==> config.mk <==
export PLATFORM = sky130hd
export DESIGN_NAME = upl_status_tx
export DESIGN_NICKNAME = d
export VERILOG_FILES = /design/src/rtl/upl_pkg.sv /design/src/rtl/upl_word_mux.sv /design/src/rtl/upl_status_tx.sv
export SDC_FILE = /design/constraint.sdc
export NUM_CORES = 1
export LEC_CHECK = 0
export CORE_MARGIN = 4
export CORE_UTILIZATION = 54
export CTS_BUF_LIST = sky130_fd_sc_hd__clkbuf_16
export DETAILED_ROUTE_END_ITERATION = 16
export PLACE_DENSITY = 0.8
export SLEW_MARGIN = 15
export SYNTH_ARGS = -nofsm -noshare
export SYNTH_HDL_FRONTEND = slang
export SYNTH_HIERARCHICAL = 1
export SYNTH_SLANG_ARGS = --single-unit
export TNS_END_PERCENT = 10
==> constraint.sdc <==
create_clock -name clk -period 4.22 [get_ports clk]
set_clock_uncertainty 0.2 [all_clocks]
set_input_delay 0.633 -clock clk [delete_from_list [all_inputs] [get_ports clk]]
set_output_delay 0.633 -clock clk [all_outputs]
set_load 0.02 [all_outputs]
==> src/rtl/upl_pkg.sv <==
// Shared UPL definitions: word geometry, report layout, FSM states and small helpers.
package upl_pkg;

   localparam int unsigned UPL_W         = 32;
   localparam int unsigned UPL_WORDS     = 8;
   localparam int unsigned UPL_IDX_W     = 3;
   localparam int unsigned UPL_HDR_WORDS = 4;
   localparam int unsigned UPL_CNT_W     = 16;

   localparam logic [UPL_W-1:0] UPL_MAGIC_DEFAULT = 32'h5354_4154;
   localparam logic [15:0]      UPL_UDP_LEN       = 16'd16;

   localparam logic [UPL_IDX_W-1:0] IDX_MY_IP  = 3'd0;
   localparam logic [UPL_IDX_W-1:0] IDX_DST_IP = 3'd1;
   localparam logic [UPL_IDX_W-1:0] IDX_PORTS  = 3'd2;
   localparam logic [UPL_IDX_W-1:0] IDX_LEN    = 3'd3;
   localparam logic [UPL_IDX_W-1:0] IDX_SEQ    = 3'd4;
   localparam logic [UPL_IDX_W-1:0] IDX_TS     = 3'd5;
   localparam logic [UPL_IDX_W-1:0] IDX_STATUS = 3'd6;
   localparam logic [UPL_IDX_W-1:0] IDX_MAGIC  = 3'd7;

   typedef enum logic [1:0] {ST_IDLE, ST_REQ, ST_HDR, ST_PAY} upl_state_e;

   typedef logic [UPL_WORDS-1:0][UPL_W-1:0] upl_words_t;

   typedef struct packed {
      logic [UPL_W-1:0] src_ip;
      logic [UPL_W-1:0] dst_ip;
      logic [15:0]      src_port;
      logic [15:0]      dst_port;
      logic [UPL_W-1:0] seq;
      logic [UPL_W-1:0] ts;
      logic [UPL_W-1:0] status;
      logic [UPL_W-1:0] magic;
   } upl_report_s;

   // Lay a report out in wire order, word 0 first.
   function automatic upl_words_t upl_pack(input upl_report_s r);
      upl_words_t w;
      w             = '0;
      w[IDX_MY_IP]  = r.src_ip;
      w[IDX_DST_IP] = r.dst_ip;
      w[IDX_PORTS]  = {r.src_port, r.dst_port};
      w[IDX_LEN]    = {UPL_UDP_LEN, 16'h0000};
      w[IDX_SEQ]    = r.seq;
      w[IDX_TS]     = r.ts;
      w[IDX_STATUS] = r.status;
      w[IDX_MAGIC]  = r.magic;
      return w;
   endfunction

   // Saturating add of a small increment onto a 16-bit counter.
   function automatic logic [UPL_CNT_W-1:0] upl_sat_add(input logic [UPL_CNT_W-1:0] a,
                                                        input logic [1:0]           b);
      logic [UPL_CNT_W:0] s;
      s = (UPL_CNT_W+1)'(a) + (UPL_CNT_W+1)'(b);
      return s[UPL_CNT_W] ? {UPL_CNT_W{1'b1}} : s[UPL_CNT_W-1:0];
   endfunction

endpackage

==> src/rtl/upl_word_mux.sv <==
// 8:1 selection of the outgoing report word by index.
module upl_word_mux
   import upl_pkg::*;
(
   input  upl_words_t             words,
   input  logic [UPL_IDX_W-1:0]   idx,
   output logic [UPL_W-1:0]       word_c
);

   assign word_c = words[idx];

endmodule

==> src/rtl/upl_status_tx.sv <==
// UPL report source: periodic/on-demand status packets over a UDP send port,
// with request/grant handshake, one-deep pending trigger and drop accounting.
module upl_status_tx
   import upl_pkg::*;
#(
   parameter int unsigned      PERIOD      = 125_000_000,
   parameter int unsigned      ACK_TIMEOUT = 1024,
   parameter logic [UPL_W-1:0] MAGIC       = UPL_MAGIC_DEFAULT
) (
   input  logic                 clk,
   input  logic                 reset_n,
   input  logic                 enable,
   input  logic                 send_now,
   input  logic [UPL_W-1:0]     status_in,
   input  logic [UPL_W-1:0]     my_ip,
   input  logic [UPL_W-1:0]     dst_ip,
   input  logic [15:0]          src_port,
   input  logic [15:0]          dst_port,
   output logic [UPL_W-1:0]     UPL_output_data,
   output logic                 UPL_output_en,
   output logic                 UPL_output_req,
   input  logic                 UPL_output_ack,
   output logic                 busy,
   output logic [UPL_CNT_W-1:0] sent_count,
   output logic [UPL_CNT_W-1:0] drop_count
);

   localparam int unsigned TMR_W = 32;
   localparam int unsigned TO_W  = (ACK_TIMEOUT > 1) ? $clog2(ACK_TIMEOUT) : 1;

   upl_state_e           state_q, state_d;
   logic [UPL_IDX_W-1:0] idx_q, idx_d, mux_idx;
   logic [TO_W-1:0]      wait_q, wait_d;
   logic [TMR_W-1:0]     timer_q, timer_d;
   logic [UPL_W-1:0]     ts_q, seq_q, seq_d, tsl_q, tsl_d, stat_q, stat_d;
   logic                 pend_q, pend_d;
   logic                 req_d, en_d;
   logic [UPL_W-1:0]     data_d, mux_word;
   logic [UPL_CNT_W-1:0] sent_d, drop_d;
   logic [1:0]           drop_inc;
   logic                 timer_tc, trig;
   upl_report_s          rpt;

   assign timer_tc = enable && (PERIOD != 0) && (timer_q == TMR_W'(PERIOD - 1));
   assign trig     = send_now | timer_tc;

   always_comb begin
      rpt = '{src_ip: my_ip, dst_ip: dst_ip, src_port: src_port, dst_port: dst_port,
              seq: seq_q, ts: tsl_q, status: stat_q, magic: MAGIC};
   end

   // Word launched at the next edge: word 0 on grant, otherwise the following index.
   always_comb begin
      mux_idx = (state_q == ST_REQ) ? IDX_MY_IP : idx_q + 3'd1;
   end

   upl_word_mux u_word_mux (
      .words  (upl_pack(rpt)),
      .idx    (mux_idx),
      .word_c (mux_word)
   );

   always_comb begin
      state_d  = state_q;
      idx_d    = idx_q;
      wait_d   = wait_q;
      pend_d   = pend_q;
      seq_d    = seq_q;
      sent_d   = sent_count;
      tsl_d    = tsl_q;
      stat_d   = stat_q;
      req_d    = 1'b0;
      en_d     = 1'b0;
      data_d   = '0;
      drop_inc = 2'd0;
      timer_d  = (!enable || timer_tc) ? '0 : timer_q + 32'd1;

      unique case (state_q)
         ST_IDLE: begin
            // A trigger arriving together with a pending one merges into this packet.
            if (trig || pend_q) begin
               state_d = ST_REQ;
               req_d   = 1'b1;
               wait_d  = '0;
               pend_d  = 1'b0;
               stat_d  = status_in;
               tsl_d   = ts_q;
            end
         end
         ST_REQ: begin
            if (UPL_output_ack) begin
               state_d = ST_HDR;
               idx_d   = IDX_MY_IP;
               en_d    = 1'b1;
               data_d  = mux_word;
            end else if (wait_q == TO_W'(ACK_TIMEOUT - 1)) begin
               state_d  = ST_IDLE;
               drop_inc = drop_inc + 2'd1;
            end else begin
               wait_d = wait_q + 1'b1;
               req_d  = 1'b1;
            end
         end
         ST_HDR, ST_PAY: begin
            if (idx_q == IDX_MAGIC) begin
               state_d = ST_IDLE;
               seq_d   = seq_q + 32'd1;
               sent_d  = sent_count + 16'd1;
            end else begin
               idx_d   = idx_q + 3'd1;
               en_d    = 1'b1;
               data_d  = mux_word;
               state_d = (idx_q + 3'd1 >= UPL_IDX_W'(UPL_HDR_WORDS)) ? ST_PAY : ST_HDR;
            end
         end
         default: state_d = ST_IDLE;
      endcase

      if (trig && state_q != ST_IDLE) begin
         if (pend_q) drop_inc = drop_inc + 2'd1;
         else        pend_d   = 1'b1;
      end

      drop_d = upl_sat_add(drop_count, drop_inc);
   end

   always_ff @(posedge clk or negedge reset_n) begin
      if (!reset_n) begin
         state_q         <= ST_IDLE;
         idx_q           <= '0;
         wait_q          <= '0;
         timer_q         <= '0;
         ts_q            <= '0;
         seq_q           <= '0;
         tsl_q           <= '0;
         stat_q          <= '0;
         pend_q          <= 1'b0;
         UPL_output_req  <= 1'b0;
         UPL_output_en   <= 1'b0;
         UPL_output_data <= '0;
         busy            <= 1'b0;
         sent_count      <= '0;
         drop_count      <= '0;
      end else begin
         state_q         <= state_d;
         idx_q           <= idx_d;
         wait_q          <= wait_d;
         timer_q         <= timer_d;
         ts_q            <= ts_q + 32'd1;
         seq_q           <= seq_d;
         tsl_q           <= tsl_d;
         stat_q          <= stat_d;
         pend_q          <= pend_d;
         UPL_output_req  <= req_d;
         UPL_output_en   <= en_d;
         UPL_output_data <= data_d;
         busy            <= (state_d != ST_IDLE);
         sent_count      <= sent_d;
         drop_count      <= drop_d;
      end
   end

endmodule

==> results.yml <==
die:
  io_pins: 200
  die_h_um: 160
  dieArea_um2: 25700
  initial_core_util_pct: 55.1
  core_area_um2: 22700
  fp-row-count: 55
  fp.dieW_um: 160
power:
  powerDensity_nw_per_um2: 583
  ir_drop_mv: 0.468
  p_leak_uw: 0.00705
layout:
  utilization_pct: 70.0
  fin_area_um2: 15900
  drive_gt1_share_pct: 15.2
  layout.nets: 1391
  antenna_cells: 0
  multi_input_area_um2: 6390
  syn2layout_area_growth_pct: 27.1
  seqCellArea_um2: 6080
  nFillCells: 1574
critical_path:
  r2r_cells: 12
  arrival_ns: 4.08
  required_ns: 4.46
  cp-startpoint: "timer_q[10]"
  reg2reg_from: "timer_q[10]"
  crit_type: "reg -> reg"
  end_kind: "flop"
  crit_path_max_fanout: 13
  r2r_end: "drop_count[6]"
  reg2reg_slack_ns: 0.38
  endpoint: "drop_count[6]"
  startpoint_type: "flop"
routing:
  totalWireLength_mm: 29.8
  dr.pass1.iters: 7
  first_iter_violations: 524
  via_per_inst: 5.69
  ant_nets: 0
  wl_per_cell_um: 19.2
  drc_errors: 0
  vias: 8827
yosys:
  synthesis.area_um2: 12500
  synth-compound-area-share_pct: 1.71
  synth.top_cell.area_share_pct: 48.6
  post-synth-top-count-cell: "dfrtp_1"
  yosys_warnings: 6
  synthMuxAreaShare_pct: 22.5
  seq_area_frac_synth_pct: 48.6
  synth_area_leader_cell: "dfrtp_1"
  yosys.area_share.simple_pct: 15.3
  synthAdderAreaFrac_pct: 1.16
  ys.flop_type: "dfrtp_1"
  synth_cells: 980
  synthDistinctLibCells: 51
  postSynthAreaPerCell_um2: 12.8
  synth_seq_cells: 243
  synth-edff-count: 0
  async_flop_share_pct: 100
  synth_xor_area_share_pct: 8.33
  synth_top_family_by_area: "multiplexers"
  synthTopCellsByArea: "dfrtp_1, mux4_1, mux2_2, xnor2_1, mux4_2"
  ys_top_cells_by_count: "dfrtp_1, xnor2_1, mux2_2"
placement:
  numPortBuffers: 199
  hpwl_mm: 20.9
  dpl_cell_area_um2: 15100
  globalplace.congestion: 0.885
global_route:
  first_global_vias: 9516
  overflow: 0
  grt.total_usage_pct: 23.4
  antenna_found_initial: 0
  grt_max_degree: 125
  grt_pass1_wl_mm: 49.1
clock_tree:
  cts_setup_buffers: 0
  insertion_delay_ns: 0.52
  root_buffer: "clkbuf_16"
  clock_path_buffers: 3
  clkSinkCount: 243
  tritoncts: "done"
  numCtsBuffers: 26
  cts_hold_buf: 0
  ctsResizeCount: 0
  path_clk_slew_ns: 0.06
  htree_levels: 1
sta:
  setup_viol: 0
  clock.fmax_ghz: 0.260
  slew_violations: 0
  min_period_ns: 3.84
  rsz0062_at_grt: "false"
  hold_viol: 0
  hold_slack_ns: 0.0140
  slew_headroom_pct: 33.6
  period_share_pct: 91.1
  tns_ns: 0
  worst_pin_slew_ns: 0.994
outcome:
  status: "complete, no violations"
worst_hold_path:
  worstHoldPathType: "in -> async"
job:
  maxCapViolCount: 0
flip-flops by register name, summed over array words and instances (netlist names), 2 cells and up:
register / flops
stat_q: 32
timer_q: 32
seq_q: 32
sent_count: 16
ts_q: 32
idx_q: 3
drop_count: 16
UPL_output_data: 32
wait_q: 10
tsl_q: 32
state_q: 2
metrics by stage:
| stage | setup WS [ns] | power (uW) | instances |
|---|---|---|---|
| after detailed placement | 0.420 | 7060 | 1504 |
| after CTS | 0.381 | 9360 | 1551 |
| after global routing | 0.101 | 9760 | 1551 |
| after floorplan | 0.545 | 5890 | 1042 |
| after global placement | 0.466 | 6930 | 1504 |
| final | 0.375 | 9260 | 1551 |
layer usage:
layer  GRT usage [%]  part of all wire (%)  vias to the layer above
met3            4.46                   5.6                       52
met1            31.4                    43                     4452
li1                -                     -                     4066
met4            6.41                   2.3                        0
met5               0                     0                        -
met2            39.6                    49                      257
layout make-up:
type	instances	area share [%]
Clock inverter	20	1.07
Timing Repair Buffer	215	13.6
Multi-Input combinational cell	747	40.2
Inverter	14	0.331
Sequential cell	243	38.2
Tap cell	285	2.24
Clock buffer	27	4.25
worst max-delay path: stages, from the launching register on:
cell     delay, ns
dfrtp_1       0.42
or4b_4        0.56
nor4_4        0.34
a41o_2        0.33
nand3_1       0.10
o31ai_1       0.09
ha_1          0.22
inv_1         0.05
fa_1          0.43
nor3_1        0.31
nand4_1       0.16
or2_2         0.44
o21ai_0       0.11
worst min path at each step:
stage,startpoint,endpoint,slack (ns),cells after the start
finish,reset_n,drop_count[15],0.01,1
global route,reset_n,drop_count[15],0.1,1
CTS,reset_n,drop_count[12],0.06,1
detailed placement,ts_q[31],ts_q[31],0.27,1
global placement,ts_q[31],ts_q[31],0.25,1
floorplan,reset_n,UPL_output_data[0],0.14,0
power by group:
part           total, uW  internal [uW]  switching [uW]
Combinational       3970           2170            1800
Sequential          3050           2780             273
Clock               2250           1340             910
Total               9260           6280            2980
cell usage in the layout (no fill, tap or decap), drive strengths merged, types with 19 or more instances in the layout:
| cell type | count |
|---|---|
| nand2 | 73 |
| mux4 | 64 |
| mux2 | 100 |
| nor3 | 25 |
| clkbuf | 27 |
| conb | 64 |
| and3 | 23 |
| and2 | 40 |
| xor2 | 45 |
| dfrtp | 243 |
| xnor2 | 74 |
| nand3 | 51 |
| clkdlybuf4s50 | 198 |
| inv | 19 |
| nor2 | 58 |
| nand4 | 34 |
logic make-up after synthesis:
family	after synthesis
buffers and inverters	52
DFF	243
adders and majority gates	11
AOI/OAI and AO/OA	30
and+or+nand+nor	358
muxes	165
xor gates and xnor gates	119
other	2
Note: power is estimated with default switching activity, not from simulation.
==> variant 1: new RTL, same settings <==
The parameter `PERIOD` goes from 125_000_000 to 67_108_864.
--- a/src/rtl/upl_status_tx.sv
+++ b/src/rtl/upl_status_tx.sv
@@ -3,7 +3,7 @@
 module upl_status_tx
    import upl_pkg::*;
 #(
-   parameter int unsigned      PERIOD      = 125_000_000,
+   parameter int unsigned      PERIOD      = 67_108_864,
    parameter int unsigned      ACK_TIMEOUT = 1024,
    parameter logic [UPL_W-1:0] MAGIC       = UPL_MAGIC_DEFAULT
 ) (
Behaviour: same outputs for any inputs over 10 cycles, from zero or initial values and one cycle with reset_n low; that may be too few to reach the edited logic, so the function may still have changed.
==> variant 1 against the unedited design <==
  * Combinational power increased by 3%
  * Sequential cell count unchanged
  * Critical endpoint is now drop_count[8]$_DFF_PN0_
  * Maximum frequency decreased by 2.3%
  * Die area increased by 0.44%
  * Sequential power about the same
  * Total power decreased by 0.41%
  * Hold slack got worse by 2.3 ps
  * Worst setup slack got worse by 91 ps
  * Final area about the same
  * Routed wire length decreased by 1.4%
  * Non-clock buffer count increased by 7
  * Area after synthesis increased by 0.46%
==> variant 1: results <==
<?xml version="1.0" encoding="UTF-8"?>
<metrics>
  <group name="drt">
    <metric name="drt-pass1-iter-count" unit="">5</metric>
    <metric name="wl_per_cell" unit="um">18.7</metric>
    <metric name="vias" unit="">8535</metric>
    <metric name="met3RoutedLength" unit="um">1350</metric>
    <metric name="routedLengthMet1" unit="um">12600</metric>
    <metric name="drt_first_iter_violations" unit="">437</metric>
    <metric name="dr_wl_met2" unit="um">14900</metric>
  </group>
  <group name="grt">
    <metric name="grtUsageMet2" unit="%">39.4</metric>
    <metric name="first_pass_grt_wire_length" unit="um">47500</metric>
    <metric name="grt.met1_usage" unit="%">30.2</metric>
    <metric name="total_routing_usage_reported_by_global_routing" unit="%">22.6</metric>
    <metric name="first_global_vias" unit="">9039</metric>
    <metric name="grt.met3_usage" unit="%">3.49</metric>
    <metric name="grt_start_max_net_pins" unit="">120</metric>
  </group>
  <group name="logic_synthesis">
    <metric name="synth_top_cells_by_count" unit="">243 x sky130_fd_sc_hd__dfrtp_1, 70 x sky130_fd_sc_hd__nand2_1, 65 x sky130_fd_sc_hd__nor2_1</metric>
    <metric name="synth_warn" unit="">6</metric>
    <metric name="yosys-top-cells-area" unit="">sky130_fd_sc_hd__dfrtp_1 48%, sky130_fd_sc_hd__mux4_1 8.4%, sky130_fd_sc_hd__mux2_4 7.2%, sky130_fd_sc_hd__xnor2_1 4.4%, sky130_fd_sc_hd__mux4_2 4.3%</metric>
    <metric name="yosysUniqueCellTypes" unit="">54</metric>
    <metric name="seq_area_frac_synth" unit="%">48.4</metric>
  </group>
  <group name="final_layout">
    <metric name="num-nets-final" unit="">1382</metric>
    <metric name="final_layout_size_suffix_gt1_share" unit="%">15.8</metric>
  </group>
  <group name="placed_design">
    <metric name="dp_hpwl" unit="um">20500</metric>
    <metric name="placement.io_buffers" unit="">199</metric>
    <metric name="gpl.final_weighted_congestion" unit="">0.829</metric>
  </group>
  <group name="critical_path">
    <metric name="crit_path_top_delay_cell" unit="">sky130_fd_sc_hd__or3b_2</metric>
    <metric name="reg2reg_from" unit="">timer_q[0]$_DFF_PN0_</metric>
    <metric name="cp.arrival" unit="ps">4170</metric>
    <metric name="regToRegEndpoint" unit="">drop_count[8]$_DFF_PN0_</metric>
    <metric name="reg2reg_setup_slack" unit="ps">280</metric>
  </group>
  <group name="power">
    <metric name="power.leakage" unit="nW">7.06</metric>
    <metric name="p_int" unit="W">0.00627</metric>
    <metric name="worst_ir_drop_vdd" unit="uV">643</metric>
  </group>
  <group name="timing">
    <metric name="relSlewSlack" unit="%">35.1</metric>
  </group>
  <group name="status">
    <metric name="status" unit="">finished clean</metric>
  </group>
  <group name="clock_network">
    <metric name="cts_setup_buffers" unit="">0</metric>
    <metric name="numCtsBuffers" unit="">25</metric>
  </group>
</metrics>
-- variant 1: layout make-up --
cell class	count	area share, %
clock buffers	25	3.94
multi-input cells	725	40.2
well taps	313	2.47
flip-flops and latches	243	38.3
inverters	21	0.496
repair buffers	222	13.8
clock inverters	16	0.811
diodes	1	0.0158
-- variant 1: power groups by stage --
stage | logic (W) | registers [W] | clock network, W
after floorplan | 0.00289 | 0.00323 | 0
after CTS | 0.00415 | 0.00305 | 0.00212
after global routing | 0.00439 | 0.00310 | 0.00222
final | 0.00409 | 0.00305 | 0.00208
after global placement | 0.00402 | 0.00307 | 0
after detailed placement | 0.00411 | 0.00308 | 0
-- variant 1: stage by stage --
| step | hold slack [ps] | std cells | cell area (sq um) | setup slack (ps) | utilization, % |
|---|---|---|---|---|---|
| after floorplan | 137 | 1026 | 12800 | 168 | - |
| after global placement | 253 | 1524 | 15100 | 119 | 66.4 |
| after detailed placement | 260 | 1524 | 15100 | -35.3 | 66.4 |
| after CTS | 53.9 | 1565 | 15900 | 204 | 69.7 |
| after global routing | 91.7 | 1566 | 15900 | 42.9 | 69.7 |
| final | 11.7 | 1566 | 15900 | 285 | 69.7 |
-- variant 1: logic make-up after synthesis --
group | Yosys count | synth area share [%]
adder cells (fa/ha/maj) | 11 | 1.15
AND/OR/NAND/NOR | 327 | 13.7
buffers and inverters | 58 | 3.00
other | 2 | 0.0598
multiplexers | 166 | 23.6
AO/OA/AOI/OAI | 43 | 2.17
XOR/XNOR | 114 | 7.94
flip-flops | 243 | 48.4
==> variant 2: new RTL, same settings <==
Without the edit above. Make the reset (`reset_n`) synchronous in one clocked block.
--- a/src/rtl/upl_status_tx.sv
+++ b/src/rtl/upl_status_tx.sv
@@ -124,7 +124,7 @@
       drop_d = upl_sat_add(drop_count, drop_inc);
    end
 
-   always_ff @(posedge clk or negedge reset_n) begin
+   always_ff @(posedge clk) begin
       if (!reset_n) begin
          state_q         <= ST_IDLE;
          idx_q           <= '0;
Behaviour: differs if reset_n is asserted again (counterexample within 4 cycles, from zero or initial values and one cycle with reset_n low); with reset_n held inactive, the same outputs for 10 cycles.
==> variant 2 against the unedited design <==
  * Die area fell by 4.1%
  * Sequential cell count did not move
  * First-iteration DRC count rose by 26%
  * Area after synthesis fell by 4.3%
  * Routed wire length rose by 7.9%
  * Synthesized cell count rose by 29%
  * Final area fell by 4.8%
  * Count of clock-buffer cells in the layout did not move
  * Worst setup slack improved by 8.5 ps
  * Critical path type unchanged
  * Critical endpoint is now drop_count[8]$_SDFF_PN0_
Power is not compared: it rests on default switching activity, and its combinational part moved more than twofold at a synthesized area within 25%.
==> variant 2: results <==
<?xml version="1.0" encoding="UTF-8"?>
<metrics>
  <group name="hold_path">
    <metric name="worst_hold_path_type" unit="">reg2reg</metric>
  </group>
  <group name="clock_network">
    <metric name="worst_skew_pair.late_latency" unit="ps">520</metric>
    <metric name="cts.repair.resized" unit="">0</metric>
  </group>
  <group name="grt">
    <metric name="first_pass_grt_wire_length" unit="um">51300</metric>
    <metric name="grt.met3_usage" unit="%">4.54</metric>
    <metric name="grt.met1_usage" unit="%">33.5</metric>
    <metric name="total_routing_usage_reported_by_global_routing" unit="%">25.3</metric>
    <metric name="initial_antenna_violation_count" unit="">1</metric>
    <metric name="grtUsageMet2" unit="%">43.1</metric>
  </group>
  <group name="final_layout">
    <metric name="num-nets-final" unit="">1620</metric>
    <metric name="layout.cells.non_filler" unit="">1776</metric>
    <metric name="final_layout_size_suffix_gt1_share" unit="%">8.16</metric>
  </group>
  <group name="critical_path">
    <metric name="reg2reg_setup_slack" unit="ps">380</metric>
    <metric name="worst-r2r-cell-count" unit="">14</metric>
    <metric name="reg2reg_from" unit="">wait_q[0]$_SDFFE_PN0P_</metric>
    <metric name="cp.arrival" unit="ps">4090</metric>
    <metric name="regToRegEndpoint" unit="">drop_count[8]$_SDFF_PN0_</metric>
  </group>
  <group name="logic_synthesis">
    <metric name="synthArstFlopShare" unit="%">0</metric>
    <metric name="yosys-top-cells-area" unit="">sky130_fd_sc_hd__dfxtp_1 41%, sky130_fd_sc_hd__mux4_1 8.8%, sky130_fd_sc_hd__nand3_1 4.8%, sky130_fd_sc_hd__mux4_2 4.5%, sky130_fd_sc_hd__a21oi_1 4.5%</metric>
    <metric name="synth_compound_area_share" unit="%">9.82</metric>
    <metric name="yosysUniqueCellTypes" unit="">58</metric>
    <metric name="dominant_synthesized_flop_cell" unit="">sky130_fd_sc_hd__dfxtp_1</metric>
    <metric name="muxShareOfSynthArea" unit="%">16.8</metric>
  </group>
  <group name="placed_design">
    <metric name="pre_cts_slack" unit="ps">108</metric>
    <metric name="dp_hpwl" unit="um">21800</metric>
    <metric name="numPlacedInstances" unit="">1728</metric>
    <metric name="gpl.final_weighted_congestion" unit="">0.862</metric>
  </group>
  <group name="drt">
    <metric name="drt_first_iter_violations" unit="">660</metric>
    <metric name="drt-pass1-iter-count" unit="">5</metric>
    <metric name="detail_route.wirelength" unit="um">32100</metric>
    <metric name="vias" unit="">10400</metric>
  </group>
  <group name="timing">
    <metric name="relSlewSlack" unit="%">25.4</metric>
  </group>
  <group name="status">
    <metric name="status" unit="">finished clean</metric>
  </group>
</metrics>
[variant 2: metal layers]
| layer | vias up | routed length [um] |
|---|---|---|
| li1 | 4955 | - |
| met1 | 5000 | 13500 |
| met2 | 410 | 15300 |
| met3 | 48 | 2690 |
| met4 | 0 | 659 |
| met5 | - | 0 |
[variant 2: worst max path at each step]
stage | start | end | slack (ps) | depth (start not counted)
finish | wait_q[0]$_SDFFE_PN0P_ | drop_count[8]$_SDFF_PN0_ | 380 | 14
global route | wait_q[0]$_SDFFE_PN0P_ | drop_count[2]$_SDFF_PN0_ | 30 | 14
CTS | wait_q[0]$_SDFFE_PN0P_ | drop_count[8]$_SDFF_PN0_ | 370 | 14
global placement | UPL_output_ack | drop_count[0]$_SDFF_PN0_ | 200 | 13
detailed placement | UPL_output_ack | drop_count[8]$_SDFF_PN0_ | 110 | 13
floorplan | wait_q[0]$_SDFFE_PN0P_ | drop_count[11]$_SDFF_PN0_ | 720 | 15
[variant 2: per-stage QoR]
stage                     area, sq um  total power [W]  util [%]
final                           15100          0.00521      69.4
after detailed placement        14300          0.00314      65.7
after CTS                       15100          0.00524      69.3
after global placement          14300          0.00313      65.7
after global routing            15100          0.00539      69.4
after floorplan                 12200          0.00288         -
[variant 2: worst max-delay path: stages (launching register included)]
cell                      delay, ps
sky130_fd_sc_hd__dfxtp_1        390
sky130_fd_sc_hd__ha_1           210
sky130_fd_sc_hd__nand3_1        220
sky130_fd_sc_hd__nor2_1         240
sky130_fd_sc_hd__and4b_1        260
sky130_fd_sc_hd__ha_1           120
sky130_fd_sc_hd__and2_1         100
sky130_fd_sc_hd__mux2_2         140
sky130_fd_sc_hd__ha_1           150
sky130_fd_sc_hd__inv_1           50
sky130_fd_sc_hd__fa_1           480
sky130_fd_sc_hd__nor3_1         330
sky130_fd_sc_hd__nand3_1        110
sky130_fd_sc_hd__or3_1          540
sky130_fd_sc_hd__a21oi_1        200
[variant 2: kinds of logic after synthesis]
group,Yosys count
AOI/OAI and AO/OA,219
xor gates and xnor gates,95
adders and majority gates,11
buffers and inverters,114
DFF,243
muxes,102
other,2
and+or+nand+nor,475
[variant 2: layout make-up]
| type | instances | area (sq um) |
|---|---|---|
| well taps | 280 | 350 |
| inverters | 26 | 100 |
| flip-flops and latches | 243 | 4860 |
| clock inverters | 20 | 111 |
| repair buffers | 213 | 2130 |
| multi-input cells | 966 | 6900 |
| clock buffers | 27 | 676 |
| fillers | 1694 | 6680 |
| diodes | 1 | 2.50 |
[variant 2: power by group through the flow]
stage / clock, W / sequential [W] / combinational (W)
global route: 0.00223 / 0.00238 / 0.000778
detailed placement: 0 / 0.00242 / 0.000718
finish: 0.00211 / 0.00237 / 0.000725
floorplan: 0 / 0.00244 / 0.000439
CTS: 0.00214 / 0.00237 / 0.000722
global placement: 0 / 0.00242 / 0.000706
